## src/rtl/unpacker.sv

```systemverilog
// Bit-stream unpacker: buffers an MSB-first byte stream and serves right-aligned
// fields of 1..64 bits on request, flagging illegal lengths and reads past end.
module unpacker #(
    parameter int BUF_W = 128
) (
    input  logic        clk,
    input  logic        rst,
    input  logic [7:0]  data_in,
    input  logic        data_valid,
    input  logic        last_byte,
    input  logic [3:0]  valid_bits,
    output logic        byte_ready,
    input  logic        req,
    input  logic [6:0]  bits_req,
    output logic [63:0] code_out,
    output logic        code_valid,
    output logic        stream_done,
    output logic        err
);
    localparam logic [7:0] FILL_MAX = 8'(BUF_W - 8);

    logic [BUF_W-1:0] bit_buf, buf_shift, buf_next, byte_wide;
    logic [7:0]       count, count_shift, count_next, req_len, byte_masked;
    logic [3:0]       n_bits;
    logic [63:0]      field;
    logic             eos, eos_next, err_next;
    logic             evaluate, len_bad, take, ext_err, accept, bad_last;

    assign byte_ready = !rst && !eos && !err && (count <= FILL_MAX);

    always_comb begin
        req_len   = {1'b0, bits_req};
        len_bad   = (bits_req == 7'd0) || (bits_req > 7'd64);
        // A field is only looked at between pulses, which caps the rate at one per 2 cycles.
        evaluate  = req && !code_valid && !err;
        take      = evaluate && !len_bad && (count >= req_len);
        ext_err   = evaluate && (len_bad || (eos && (count < req_len)));
        accept    = data_valid && byte_ready;
        bad_last  = accept && last_byte && ((valid_bits == 4'd0) || (valid_bits > 4'd8));
        n_bits    = last_byte ? valid_bits : 4'd8;
        byte_masked = data_in & (8'hFF << (4'd8 - n_bits));
        field     = bit_buf[BUF_W-1 -: 64] >> (7'd64 - bits_req);

        // Extraction happens first so an incoming byte lands right after the surviving bits.
        buf_shift   = take ? (bit_buf << bits_req) : bit_buf;
        count_shift = take ? (count - req_len) : count;
        byte_wide   = {byte_masked, {(BUF_W-8){1'b0}}} >> count_shift;

        buf_next   = buf_shift;
        count_next = count_shift;
        if (accept && !bad_last) begin
            buf_next   = buf_shift | byte_wide;
            count_next = count_shift + {4'b0, n_bits};
        end
        eos_next = eos || (accept && last_byte && !bad_last);
        err_next = err || ext_err || bad_last;
    end

    always_ff @(posedge clk) begin
        if (rst) begin
            bit_buf     <= '0;
            count       <= '0;
            eos         <= 1'b0;
            err         <= 1'b0;
            code_out    <= '0;
            code_valid  <= 1'b0;
            stream_done <= 1'b0;
        end else begin
            bit_buf     <= buf_next;
            count       <= count_next;
            eos         <= eos_next;
            err         <= err_next;
            code_valid  <= take;
            if (take)
                code_out <= field;
            stream_done <= eos_next && (count_next == 8'd0) && !err_next;
        end
    end
endmodule

```

## config.mk

```make
export PLATFORM = sky130hd
export DESIGN_NAME = unpacker
export DESIGN_NICKNAME = d
export VERILOG_FILES = /design/src/rtl/unpacker.sv
export SDC_FILE = /design/constraint.sdc
export NUM_CORES = 1
export LEC_CHECK = 0
export ABC_AREA = 1
export CAP_MARGIN = 10
export CELL_PAD_IN_SITES_DETAIL_PLACEMENT = 1
export CELL_PAD_IN_SITES_GLOBAL_PLACEMENT = 2
export CORE_MARGIN = 8
export CORE_UTILIZATION = 33
export CTS_BUF_LIST = sky130_fd_sc_hd__clkbuf_8
export DETAILED_ROUTE_END_ITERATION = 10
export PLACE_DENSITY_LB_ADDON = 0.1
export REMOVE_ABC_BUFFERS = 1
export SKIP_CTS_REPAIR_TIMING = 1
export SLEW_MARGIN = 15
export SYNTH_ARGS = -nofsm -noshare
export SYNTH_HDL_FRONTEND = slang
export SYNTH_SLANG_ARGS = --single-unit
```

## constraint.sdc

```tcl
create_clock -name clk -period 5.35 [get_ports clk]
set_clock_uncertainty 0.15 [all_clocks]
set_input_delay 0.8025 -clock clk [delete_from_list [all_inputs] [get_ports clk]]
set_output_delay 0.8025 -clock clk [all_outputs]
set_load 0.02 [all_outputs]
```

==> out/results.ini <==
[floorplanning]
io_pins = 92
initial_utilization_pct = 33.10
die_w_um = 274.9
fp.dieH_um = 274.9
core_um2 = 66800
die_area_um2 = 75540
num_rows = 95

[clocking]
path_clk_slew_ns = 0.07
cts_tree = done
clk_latency_ns = 0.66
clock-root-buffer = clkbuf_8
cts_buffers = 43
clk_path_buf_depth = 3
cts_max_level = 2
clock-sinks = 204

[synth]
seq_area_frac_synth_pct = 18.47
synthFlopType = dfxtp_1
synth-xor-area-share_pct = 0.5093
synth_seq_cells = 204
synthCells = 4011
synth_compound_area_share_pct = 24.20
synth-edff-count = 0
synth_top_family_by_area = simple AND/OR/NAND/NOR gates
ys_async_sr_fraction_pct = 0
synth_area_per_cell_um2 = 5.513
synth_warnings = 0
synth_top_area_share_pct = 20.85
syn_area_um2 = 22110
yosys.area_share.simple_pct = 39.94
synth.area.top_cells = nand2_1 (21%), dfxtp_1 (18%), o21ai_0 (11%)
synthMuxAreaShare_pct = 4.074
yosys.area.top_type = nand2_1
ys_types = 47
synthAdderAreaFrac_pct = 1.086

[critical_path]
endpoint_kind = register
rrSetupSlack_ns = 1.20
r2r_start = count[0]$_SDFF_PP0_
crit_start = bits_req[0]
r2r_end = bit_buf[127]$_SDFF_PP0_
crit_arrival_ns = 4.69
endpoint = bit_buf[122]$_SDFF_PP0_
critPathRequiredTime_ns = 5.71
start_kind = primary input
path_class = primary input to register
path_max_fanout = 108
r2r_cells = 16

[layout]
nFillCells = 9124
nets = 3940
seq_area_um2 = 4084
final_common_cell = nand2_1
multi_input_area_um2 = 15550
area_growth_syn_to_layout_pct = 11.15
drive_above_1_share_pct = 6.180
layout_common_cells = nand2_1 (1228), o21ai_0 (498), nand3_1 (451), inv_1 (325), a21oi_1 (263)

[power]
total_power_mw = 5.135
ir_drop_mv = 0.1517
cellPowerDensity_nw_per_um2 = 208.9
leakagePower_nw = 10.49

[route]
wirelength_mm = 128.0
drt-initial-drc-count = 3195
drtAntennaViolNets = 0
vias_per_cell = 5.993
first_pass_iters = 6
routedWlPerCell_um = 26.62
drc = 0
vias = 28828

[timing]
slew_violations = 0
tightest_slew_ns = 1.268
hold_slack_ns = 0.3123
clock.fmax_mhz = 230.8
fin_crit_ns = 4.333
hold_violations = 0
setup_viol = 0
rsz0062_at_grt = no
maxSlewHeadroom_pct = 15.13
post-route-period-util_pct = 80.98

[grt]
grt_pass1_vias = 28156
antenna_found_initial = 6
grt_remaining_overflow = 0
grt_pass1_wl_mm = 187.7
grt_max_degree = 135
grt_use_total_pct = 32.80

[worst_hold_path]
min_path_type = register to register

[placement]
routabilityCongestion = 0.9625
dp_hpwl_mm = 96.80
port_buffers = 91

[status]
status = complete, no violations

[run]
max_cap_violations = 0

-- where the power goes --
part / total, mW / internal (mW) / switching [mW]
Clock: 2.03 / 1.14 / 0.888
Sequential: 1.55 / 1.53 / 0.0222
Combinational: 1.55 / 0.407 / 1.14
-- through the flow --
stage,std cells,area (um^2),utilization [%],worst slack (ns),setup TNS [ns]
after floorplan,3688,20750,-,-4.616,-737.91
after global placement,4726,23580,35.30,0.4821,0
after detailed placement,4726,23580,35.30,0.4174,0
after CTS,4805,24560,36.77,1.110,0
after global routing,4810,24580,36.79,0.8150,0
final,4810,24580,36.79,1.017,0
-- how the worst min path moves through the flow --
stage	from	endpoint	slack, ns	cells past startpoint
after floorplan	eos$_SDFF_PP0_	eos$_SDFF_PP0_	0.38	4
after global placement	code_out[41]$_SDFFE_PP0N_	code_out[41]$_SDFFE_PP0N_	0.30	2
after detailed placement	code_out[33]$_SDFFE_PP0N_	code_out[33]$_SDFFE_PP0N_	0.31	2
after CTS	code_out[33]$_SDFFE_PP0N_	code_out[33]$_SDFFE_PP0N_	0.32	2
after global routing	code_out[32]$_SDFFE_PP0N_	code_out[32]$_SDFFE_PP0N_	0.33	2
final	code_out[41]$_SDFFE_PP0N_	code_out[41]$_SDFFE_PP0N_	0.31	2
-- kinds of logic (layout without fill, tap and decap cells) --
logic type | Yosys count | count (layout)
buffers and inverters | 651 | 572
other | 0 | 5
DFF | 204 | 204
muxes | 90 | 90
AOI/OAI and AO/OA | 970 | 970
xor gates and xnor gates | 12 | 12
adders and majority gates | 18 | 18
and+or+nand+nor | 2066 | 2066
-- routing by layer --
layer	up-vias	GRT usage (%)	wire length, um
met1	14119	45.11	56470
met5	-	0	13
met2	1274	50.15	54820
met4	2	11.78	5067
li1	13192	-	-
met3	241	6.926	11660
-- registers in the layout (all words and copies together) (netlist names) --
register / count
eos: 1
code_out: 64
code_valid: 1
bit_buf: 128
err: 1
stream_done: 1
count: 8
-- Yosys cell counts, drive strengths merged (6+ instances only) --
cell and count:
o22ai 9, inv 325, nand2 1244, nand4 111, a31oi 15, or2 45, dfxtp 204, mux2i 90
nand3 451, clkbuf 167, o21a 17, nor3 10, ha 16, buf 156, a211oi 6, xor2 10
o211ai 61, a22oi 72, a21boi 7, a21oi 264, o21ai 512, nor2 196
-- critical path: stages --
cell and delay [ns]:
buf_6 0.24, buf_12 0.38, o21ai_0 0.22, mux2i_1 0.71, nand2_1 0.10, o21ai_0 0.17, nand2_1 0.12, nand3_1 0.12
nand2_1 0.18, o21ai_0 0.83, o21ai_0 0.19, a21oi_1 0.37, a21oi_1 0.11
-- layout make-up --
cell class / count / area share (%)
clock buffers: 53 / 2.968
clock inverters: 26 / 1.044
repair buffers: 165 / 6.537
inverters: 328 / 5.050
diodes: 5 / 0.05091
well taps: 873 / 4.445
flip-flops and latches: 204 / 16.62
multi-input cells: 3156 / 63.29
No activity file was read; power rests on OpenSTA's default activity.
